<file path="config.mk">
export PLATFORM = sky130hd
export DESIGN_NAME = pc_fetch_unit_flat
export DESIGN_NICKNAME = d
export VERILOG_FILES = /design/src/rtl/pc_fetch_unit_pkg.sv /design/src/rtl/pc_fetch_unit_if.sv /design/src/rtl/pc_fetch_unit_fifo.sv /design/src/rtl/pc_fetch_unit.sv /design/src/flat_wrapper.sv
export SDC_FILE = /design/constraint.sdc
export NUM_CORES = 1
export LEC_CHECK = 0
export CAP_MARGIN = 0
export CORE_MARGIN = 8
export CORE_UTILIZATION = 49
export CTS_CLUSTER_DIAMETER = 80
export DETAILED_ROUTE_END_ITERATION = 12
export GPL_TIMING_DRIVEN = 0
export PLACE_DENSITY = 0.79
export SLEW_MARGIN = 20
export SYNTH_ARGS = -nofsm -noshare
export SYNTH_HDL_FRONTEND = slang
export SYNTH_HIERARCHICAL = 1
export SYNTH_SLANG_ARGS = --single-unit
</file>
<file path="constraint.sdc">
create_clock -name clk -period 3.65 [get_ports clk]
set_clock_uncertainty 0.05 [all_clocks]
set_input_delay 0.5475 -clock clk [delete_from_list [all_inputs] [get_ports clk]]
set_output_delay 0.5475 -clock clk [all_outputs]
set_load 0.02 [all_outputs]
</file>
<file path="src/rtl/pc_fetch_unit_pkg.sv">
// pc_fetch_unit_pkg: shared RISC-V fetch definitions (riscv_defs) for the PC/fetch slice.
package pc_fetch_unit_pkg;
  localparam int PC_W = 6;
  localparam int INSTR_W = 32;
  localparam logic [PC_W-1:0] RESET_PC = '0;
  localparam logic [INSTR_W-1:0] NOP = 32'h0000_0013;
  typedef struct packed {
    logic [PC_W-1:0]    pc;
    logic [INSTR_W-1:0] instr;
  } fetch_entry_t;
endpackage

</file>
<file path="src/rtl/pc_fetch_unit_if.sv">
// pc_fetch_unit_if: PC/imem, redirect and decode-handshake signals of the fetch stage.
interface pc_fetch_unit_if import pc_fetch_unit_pkg::*; ();
  logic [PC_W-1:0]    pc_o;
  logic [PC_W-1:0]    pc_seq_i;
  logic               imem_en_o;
  logic [INSTR_W-1:0] imem_rdata_i;
  logic               redirect_valid_i;
  logic [PC_W-1:0]    redirect_pc_i;
  logic               if_valid_o;
  logic               if_ready_i;
  logic [PC_W-1:0]    if_pc_o;
  logic [INSTR_W-1:0] if_instr_o;
  modport master (
    output pc_o, imem_en_o, if_valid_o, if_pc_o, if_instr_o,
    input  pc_seq_i, imem_rdata_i, redirect_valid_i, redirect_pc_i, if_ready_i
  );
  modport slave (
    input  pc_o, imem_en_o, if_valid_o, if_pc_o, if_instr_o,
    output pc_seq_i, imem_rdata_i, redirect_valid_i, redirect_pc_i, if_ready_i
  );
endinterface

</file>
<file path="src/rtl/pc_fetch_unit_fifo.sv">
// fetch_skid_fifo: 2-entry {pc, instr} buffer; head reads as zero when empty.
module fetch_skid_fifo import pc_fetch_unit_pkg::*; (
  input  logic         clk,
  input  logic         rst_n,
  input  logic         push,
  input  logic         pop,
  input  logic         flush,
  input  fetch_entry_t din,
  output logic [1:0]   count,
  output fetch_entry_t head
);
  fetch_entry_t mem [2];
  logic rd;
  logic wr;
  assign wr = rd ^ count[0];
  assign head = (count != 2'd0) ? mem[rd] : '0;
  always_ff @(posedge clk or negedge rst_n) begin
    if (!rst_n) begin
      count <= 2'd0;
      rd <= 1'b0;
    end else if (flush) begin
      count <= 2'd0;
    end else begin
      count <= 2'(count + {1'b0, push} - {1'b0, pop});
      rd <= rd ^ pop;
    end
  end
  always_ff @(posedge clk) begin
    if (push && !flush) mem[wr] <= din;
  end
  assert property (@(posedge clk) disable iff (!rst_n) !(push && count == 2'd2));
endmodule

</file>
<file path="src/rtl/pc_fetch_unit.sv">
// pc_fetch_unit: PC register, one-deep imem read tracking and credit-based issue into the skid FIFO.
module pc_fetch_unit import pc_fetch_unit_pkg::*; (
  input logic             clk,
  input logic             rst_n,
  pc_fetch_unit_if.master bus
);
  logic [PC_W-1:0] pc_q;
  logic [PC_W-1:0] inflight_pc_q;
  logic            inflight_q;
  logic            pop;
  logic            push;
  logic            issue;
  logic [1:0]      count;
  logic [2:0]      occ;
  fetch_entry_t    head;
  assign bus.pc_o = pc_q;
  assign bus.if_valid_o = (count != 2'd0) & ~bus.redirect_valid_i;
  assign bus.if_pc_o = head.pc;
  assign bus.if_instr_o = head.instr;
  assign pop = bus.if_valid_o & bus.if_ready_i;
  // Buffered plus in-flight entries never exceed the FIFO depth.
  assign occ = 3'({1'b0, count} + {2'b0, inflight_q} - {2'b0, pop});
  assign issue = rst_n & ~bus.redirect_valid_i & (occ < 3'd2);
  assign bus.imem_en_o = issue;
  assign push = inflight_q & ~bus.redirect_valid_i;
  always_ff @(posedge clk or negedge rst_n) begin
    if (!rst_n) begin
      pc_q <= RESET_PC;
      inflight_q <= 1'b0;
      inflight_pc_q <= '0;
    end else if (bus.redirect_valid_i) begin
      pc_q <= bus.redirect_pc_i;
      inflight_q <= 1'b0;
    end else begin
      inflight_q <= issue;
      if (issue) begin
        inflight_pc_q <= pc_q;
        pc_q <= bus.pc_seq_i;
      end
    end
  end
  fetch_skid_fifo u_fifo (
    .clk   (clk),
    .rst_n (rst_n),
    .push  (push),
    .pop   (pop),
    .flush (bus.redirect_valid_i),
    .din   ({inflight_pc_q, bus.imem_rdata_i}),
    .count (count),
    .head  (head)
  );
endmodule

</file>
<file path="src/flat_wrapper.sv">
// flat-port wrapper written by rule: the top's interface ports become plain ports
module pc_fetch_unit_flat import pc_fetch_unit_pkg::*;
  (clk, rst_n, bus_pc_o, bus_imem_en_o, bus_if_valid_o, bus_if_pc_o, bus_if_instr_o, bus_pc_seq_i, bus_imem_rdata_i, bus_redirect_valid_i, bus_redirect_pc_i, bus_if_ready_i);
  pc_fetch_unit_if bus_i ();
  input logic clk;
  input logic rst_n;
  output wire logic [$bits(bus_i.pc_o)-1:0] bus_pc_o;
  output wire logic [$bits(bus_i.imem_en_o)-1:0] bus_imem_en_o;
  output wire logic [$bits(bus_i.if_valid_o)-1:0] bus_if_valid_o;
  output wire logic [$bits(bus_i.if_pc_o)-1:0] bus_if_pc_o;
  output wire logic [$bits(bus_i.if_instr_o)-1:0] bus_if_instr_o;
  input wire logic [$bits(bus_i.pc_seq_i)-1:0] bus_pc_seq_i;
  input wire logic [$bits(bus_i.imem_rdata_i)-1:0] bus_imem_rdata_i;
  input wire logic [$bits(bus_i.redirect_valid_i)-1:0] bus_redirect_valid_i;
  input wire logic [$bits(bus_i.redirect_pc_i)-1:0] bus_redirect_pc_i;
  input wire logic [$bits(bus_i.if_ready_i)-1:0] bus_if_ready_i;
  assign bus_pc_o = bus_i.pc_o;
  assign bus_imem_en_o = bus_i.imem_en_o;
  assign bus_if_valid_o = bus_i.if_valid_o;
  assign bus_if_pc_o = bus_i.if_pc_o;
  assign bus_if_instr_o = bus_i.if_instr_o;
  assign bus_i.pc_seq_i = bus_pc_seq_i;
  assign bus_i.imem_rdata_i = bus_imem_rdata_i;
  assign bus_i.redirect_valid_i = bus_redirect_valid_i;
  assign bus_i.redirect_pc_i = bus_redirect_pc_i;
  assign bus_i.if_ready_i = bus_if_ready_i;
  pc_fetch_unit u_core (.clk(clk), .rst_n(rst_n), .bus(bus_i));
endmodule
</file>
Word-level counts from Yosys, hierarchy flattened
Memories as Yosys holds them, arrays and structs flattened.
Index checks and enable logic that the tools add are counted.
{"block": "op_classes", "reduce_logical": 5, "muxes": 7, "bitwise": 8, "n_addsub": 4, "n_lt_le_gt_ge": 1}
{"cell": "$mux 38", "n": 1}
{"cell": "$mux 6", "n": 2}
{"cell": "$and 1x1->1", "n": 5}
{"cell": "$reduce_bool 2->1", "n": 2}
{"cell": "$add 2x1->3", "n": 1}
{"cell": "$lt 3x2->1 const B", "n": 1}
{"cell": "$mux 1", "n": 3}
{"cell": "$sub 3x1->3", "n": 1}
{"cell": "$add 2x1->2", "n": 1}
{"cell": "$mux 2", "n": 1}
{"cell": "$reduce_and 2->1", "n": 1}
{"cell": "$sub 2x1->2", "n": 1}
{"cell": "$xor 1x1->1", "n": 2}
{"cell": "$logic_and 1x1->1", "n": 1}
{"cell": "$logic_not 1->1", "n": 1}
{"cell": "$not 1->1", "n": 1}
{"block": "word_totals", "mem_count": 1, "in_bits": 48, "out_inout_bits": 46, "regBits": 16, "ram_bits": 76, "elab_cells": 31}
{"name": "u_core.u_fifo.mem", "depth": 2, "width": 38, "read_ports": 1, "rd_ports_with_merged_regs": 0, "wr": 1, "line": "pc_fetch_unit_fifo.sv:12", "text": "fetch_entry_t mem [2];"}

Depth between registers and ports, before layout
{"block": "logic_depth", "ltp_word": 8, "depth_mapped": 9, "depth_no_buf": 9}

Hierarchy
Netlist, hierarchy kept.
{"module": "fetch_skid_fifo", "instances": 1, "seq_area_each_um2": 2357.3, "cells_each": 178, "area_per_inst_um2": 3124.2}
{"module": "pc_fetch_unit", "instances": 1, "seq_area_each_um2": 325.3, "cells_each": 56, "area_per_inst_um2": 643.1}

Worst setup path before layout
No wires, ideal clock.
{"block": "synth_path", "kind": "input -> output", "from": "input port bus_redirect_valid_i", "to": "output port bus_imem_en_o", "arrival_ns": 2.725, "path_slack_ns": 0.327, "cell_stages": 8, "path_buffers": 1, "t_required_ns": 3.053, "path_cell_list": "buf_4 > nor2_1 > and2_1 > ha_1 > nand2b_1 > fa_1 > xor2_2 > nor3_4"}
{"block": "synth_between", "elab_chain_len": 6, "word_cells_on_any_way": 7, "cone_classes": "add/sub (1); order compare (1); bitwise (5)"}
{"item": "start: declaration", "line": "flat_wrapper.sv:14", "text": "input wire logic [$bits(bus_i.redirect_valid_i)-1:0] bus_redirect_valid_i;"}
{"item": "$not 1->1", "line": "pc_fetch_unit.sv:17", "text": "assign bus.if_valid_o = (count != 2'd0) & ~bus.redirect_valid_i;"}
{"item": "$and 1x1->1", "line": "pc_fetch_unit.sv:17"}
{"item": "net bus_if_valid_o", "line": "flat_wrapper.sv:9", "text": "output wire logic [$bits(bus_i.if_valid_o)-1:0] bus_if_valid_o;"}
{"item": "$and 1x1->1", "line": "pc_fetch_unit.sv:20", "text": "assign pop = bus.if_valid_o & bus.if_ready_i;"}
{"item": "net u_core.pop", "line": "pc_fetch_unit.sv:10", "text": "logic pop;"}
{"item": "$sub 3x1->3", "line": "pc_fetch_unit.sv:22", "text": "assign occ = 3'({1'b0, count} + {2'b0, inflight_q} - {2'b0, pop});"}
{"item": "$lt 3x2->1", "line": "pc_fetch_unit.sv:23", "text": "assign issue = rst_n & ~bus.redirect_valid_i & (occ < 3'd2);"}
{"item": "$and 1x1->1", "line": "pc_fetch_unit.sv:23"}
{"item": "end: declaration", "line": "flat_wrapper.sv:8", "text": "output wire logic [$bits(bus_i.imem_en_o)-1:0] bus_imem_en_o;"}
The timed path passes the listed nets, and every way through them passes these cells.

Worst setup path in the final report
{"block": "layout_path", "from": "input port bus_redirect_valid_i", "to": "output port bus_imem_en_o"}
{"block": "layout_between", "elab_chain_len": 6, "word_cells_on_any_way": 7, "cone_classes": "add/sub (1); order compare (1); bitwise (5)"}
{"item": "$not 1->1", "line": "pc_fetch_unit.sv:17"}
{"item": "$and 1x1->1", "line": "pc_fetch_unit.sv:17"}
{"item": "$and 1x1->1", "line": "pc_fetch_unit.sv:20"}
{"item": "net u_core.pop", "line": "pc_fetch_unit.sv:10"}
{"item": "$sub 3x1->3", "line": "pc_fetch_unit.sv:22"}
{"item": "$lt 3x2->1", "line": "pc_fetch_unit.sv:23"}
{"item": "$and 1x1->1", "line": "pc_fetch_unit.sv:23"}
The timed path passes the listed nets, and every way through them passes these cells.

==> summary by stage <==
Drt
The total DRC errors in the routed layout is 0. Across all layers, the routed design uses roughly 2,200 vias. After detailed routing, the average wire length per cell comes to between 15 and 20 µm. The number of DRC markers in iteration 0 is between 70 and 80. The first TritonRoute pass finished after 4 iterations. Once detail routing completed, the nets flagged for antenna violations numbered 0. The via-per-instance ratio is 4.92. The final routed wirelength across all metal layers is between 7000 and 8000 µm.

Clocking
For the worst-skew pair, the clock arrives at the later sink with an insertion delay of roughly 340 ps. The root buffer cell is sky130_fd_sc_hd__clkbuf_8. Counting every sink on the clock net gives 92.

The clock tree from TritonCTS is yes. The clock-pin slew reported for the worst setup and hold paths after clock tree synthesis is around 90 ps. After clock tree synthesis, the flow added hold-fix buffers numbering 0. The maximum clock insertion buffer count is 2. The clock tree synthesis step divided the H-tree into 3 levels.

The number of buffers created by CTS is 9.

Timing
The number of hold violations in the final report is 0. The slew of the pin with the lowest slew margin is just under 800 ps. The peak clock frequency supported by timing is approximately 290 MHz.

The setup TNS is 0 ps. The clock period could shrink to approximately 3400 ps. Setup violations remaining at the end of the flow were counted as 0. Dividing the final minimum period by the clock period gives between 90% and 100%. Setup repair after global routing left no endpoint under its margin. Measured against its own limit, the worst slew margin works out to 47.4%. The number of pins exceeding their max-slew limit in the final report is 0.

Finish
Registers take roughly 2700 µm². Once layout is complete, the cells apart from fillers number ~450. In the final layout, the multi-input gates occupy ~980 µm². Relative to the synthesized area, the layout overhead comes to 34.7%. The number of diodes added for antenna fixing is 0.

The layout net count is between 300 and 400. The fill cell instance count of the final layout is 575. The post-route netlist has between 10% and 20% of its cells at a drive strength greater than 1.

GRT
The global-route track usage on met1 is around 14%. Entering global routing, the biggest net connects 23 pins. The global routing stage identified its most utilized layer as met2.

The first global-routing pass estimated around 12,000 µm of wire. The number of global-route vias before repair is ~2,400. For this run the aggregate overflow at the end of global routing stands at 0. The global routing met3 resource utilization is 5.20%. For met2 alone, demand over resource in global routing was between 20% and 30%. For this run, the total global-route usage over all layers was measured as 13.8%.

The initial antenna violation count was 0.

Setup path
The endpoint type of the worst setup path is a primary output. The critical path class is in2out. The critical path data arrival time is around 2800 ps. The worst register-to-register path has a depth of 11. The worst endpoint required time is a little over 3000 ps.

Of all nets on the critical path, the largest fanout is 8. The type of origin of the critical path is a primary input.

Placed design
The global placer's final weighted congestion is 0.719. The number of placed instances with taps included is approximately 430. The number of buffers added on ports is slightly above 90. The final HPWL from detailed placement is 5190 µm.

Synthesis
The share of synthesized flip-flops with an asynchronous set or reset is between 10% and 20%. When the netlist entered floorplanning its net count stood at about 290. Among all flip-flop cells after synthesis, the most frequent one is sky130_fd_sc_hd__edfxtp_1. The number of flops mapped to enable cells by yosys is 76. By area the synthesized netlist is led by sky130_fd_sc_hd__edfxtp_1, sky130_fd_sc_hd__dfrtp_1, sky130_fd_sc_hd__mux2i_1. The average instance in the mapped netlist occupies 16.1 µm². During synthesis, Yosys emitted a total of 6 warnings. The mapped netlist covers between 3000 and 4000 µm². The count of distinct cell types in the synthesized netlist is 28. The synthesized flop and latch total is slightly above 90.

Of the post-synthesis cell area, the dominant cell type holds between 60% and 70%. The number of instances in the synthesized netlist is between 200 and 250. The dominant cell type by area after synthesis is sky130_fd_sc_hd__edfxtp_1. The sequential cell area fraction in the yosys report is 71.2%.

Run status
The run finished with clean final reports.

Power and ir drop
The internal power is around 2.0 mW. In this run, the clock network consumes a little under 20% of the power. IR analysis of the VDD net gives a maximum drop of between 0.2 and 0.3 mV. The part of the total power dissipated in sequential elements is roughly 45%. For this design the total switching power over the nets is roughly 0.90 mW. The power per unit of standard cell area is 577 nW/µm². Per report_power, the combinational group accounts for approximately 36% of the total. Net switching is 30.9% of the power. In this run the static leakage power is approximately 1.8 nW.

Floorplan
The floorplan has 32 rows. The core area is about 7600 µm². The overall die width is 104 µm. The area of the die is between 10,000 and 15,000 µm². The starting density of the core is around half. The chip height is ~100 µm. The count of pins on the block boundary is 94.

Min path
The depth of the worst hold-timing path is 0. The worst hold-check path type is reg2reg.

Run
Across the run, the number of max-cap violations was 0.
==> layout by cell type (no fill, tap or decap), drive strengths merged, types with 4 or more instances in the layout <==
cell,synthesis,layout
and2,4,4
clkdlybuf4s50,0,91
a31oi,4,4
mux2i,38,38
edfxtp,76,76
inv,4,5
o21ai,4,4
nand3,4,4
dfrtp,16,16
mux2,6,6
clkbuf,0,10
buf,10,15
nor2,47,47
==> cell usage after synthesis (2+ instances only) <==
cell type / count
sky130_fd_sc_hd__edfxtp_1: 76
sky130_fd_sc_hd__mux2i_1: 38
sky130_fd_sc_hd__nor2_1: 36
sky130_fd_sc_hd__dfrtp_1: 16
sky130_fd_sc_hd__nor2_2: 11
sky130_fd_sc_hd__buf_6: 7
sky130_fd_sc_hd__mux2_2: 6
sky130_fd_sc_hd__a31oi_1: 4
sky130_fd_sc_hd__and2_1: 4
sky130_fd_sc_hd__inv_1: 4
sky130_fd_sc_hd__nand3_1: 4
sky130_fd_sc_hd__o21ai_0: 4
sky130_fd_sc_hd__ha_1: 3
sky130_fd_sc_hd__nand2b_1: 3
sky130_fd_sc_hd__a221o_2: 2
sky130_fd_sc_hd__nor2b_1: 2
sky130_fd_sc_hd__xnor2_1: 2
sky130_fd_sc_hd__xor2_2: 2
==> per-layer routing <==
| metal | wire [µm] | share of wire (%) | vias to the layer above |
|---|---|---|---|
| met2 | 3780 | 53 | 68 |
| met5 | 0 | 0 | - |
| met1 | 2850 | 40 | 1073 |
| li1 | - | - | 1064 |
| met3 | 483 | 6.7 | 6 |
| met4 | 65 | 0.91 | 0 |
==> power by group through the flow <==
| stage | logic [mW] | clock network [mW] | registers, mW |
|---|---|---|---|
| 2_1_floorplan | 0.654 | 0 | 1.34 |
| 3_3_place_gp | 1.02 | 0 | 1.33 |
| 3_5_place_dp | 1.05 | 0 | 1.33 |
| 4_1_cts | 1.06 | 0.593 | 1.31 |
| 5_1_grt | 1.12 | 0.632 | 1.32 |
| 6_report | 1.04 | 0.573 | 1.31 |
==> state kept, by name, indices dropped and copies added, names as in the netlist <==
| register | cells |
|---|---|
| u_core/inflight_pc_q | 6 |
| u_core/u_fifo/rd | 1 |
| u_core/u_fifo/mem | 76 |
| u_core/inflight_q | 1 |
| u_core/u_fifo/count | 2 |
| u_core/bus.pc_o | 6 |
==> critical path, stage by stage <==
cell and delay [ps]:
sky130_fd_sc_hd__dlygate4sd2_1 290, sky130_fd_sc_hd__buf_6 160, sky130_fd_sc_hd__nor2_1 140, sky130_fd_sc_hd__and2_1 200
sky130_fd_sc_hd__ha_1 240, sky130_fd_sc_hd__nand2b_1 160, sky130_fd_sc_hd__fa_2 390, sky130_fd_sc_hd__xor2_2 250
sky130_fd_sc_hd__nor3_4 270, sky130_fd_sc_hd__buf_4 180
==> through the flow <==
stage | area (µm²) | hold WS, ps | util, % | setup WS (ps) | power (mW)
CTS | 5080 | 429 | 66.7 | 227 | 2.96
global route | 5080 | 450 | 66.7 | 84.1 | 3.08
floorplan | 3770 | 202 | - | 327 | 1.99
global placement | 4830 | 399 | 63.4 | -786 | 2.35
detailed placement | 4890 | 407 | 64.3 | -796 | 2.38
finish | 5080 | 427 | 66.7 | 234 | 2.93
==> path summary, 6_finish.rpt <==
check	from	to	slack [ps]
setup / recovery	bus_redirect_valid_i	bus_imem_en_o	230
hold / removal	u_core/inflight_pc_q[2]$_DFFE_PN0P_	u_core/u_fifo/mem[0][34]$_DFFE_PP_	430
setup reg to reg	u_core/u_fifo/count[1]$_DFF_PN0_	u_core/bus.pc_o[5]$_DFFE_PN0P_	560
hold reg to reg	u_core/inflight_pc_q[2]$_DFFE_PN0P_	u_core/u_fifo/mem[0][34]$_DFFE_PP_	430
max in group asynchronous	rst_n	u_core/u_fifo/count[1]$_DFF_PN0_	2440
min in group asynchronous	rst_n	u_core/inflight_pc_q[1]$_DFFE_PN0P_	600
==> cells by family after synthesis <==
logic type                 synth area share [%]
DFF                                        71.2
muxes                                      11.9
xor gates and xnor gates                   1.93
and+or+nand+nor                            8.30
buffers and inverters                      3.22
adders and majority gates                  1.53
AOI/OAI and AO/OA                          1.93
==> final cells by class <==
class | instances | share of cell area, %
plain buffers | 10 | 2.17
clock buffers | 10 | 2.51
clock inverters | 6 | 0.764
inverters | 4 | 0.296
multi-input cells | 128 | 19.3
flip-flops and latches | 92 | 52.8
well taps | 102 | 2.51
repair buffers | 97 | 19.6
==> what timing repair did <==
item | 4_1_cts | 5_1_grt
resized for setup | 9 | 0
hold endpoints to repair | 0 | 0
endpoints found under the setup margin | 1 | 0
buffers inserted | 2 | 0
(Power assumes the default switching activity.)
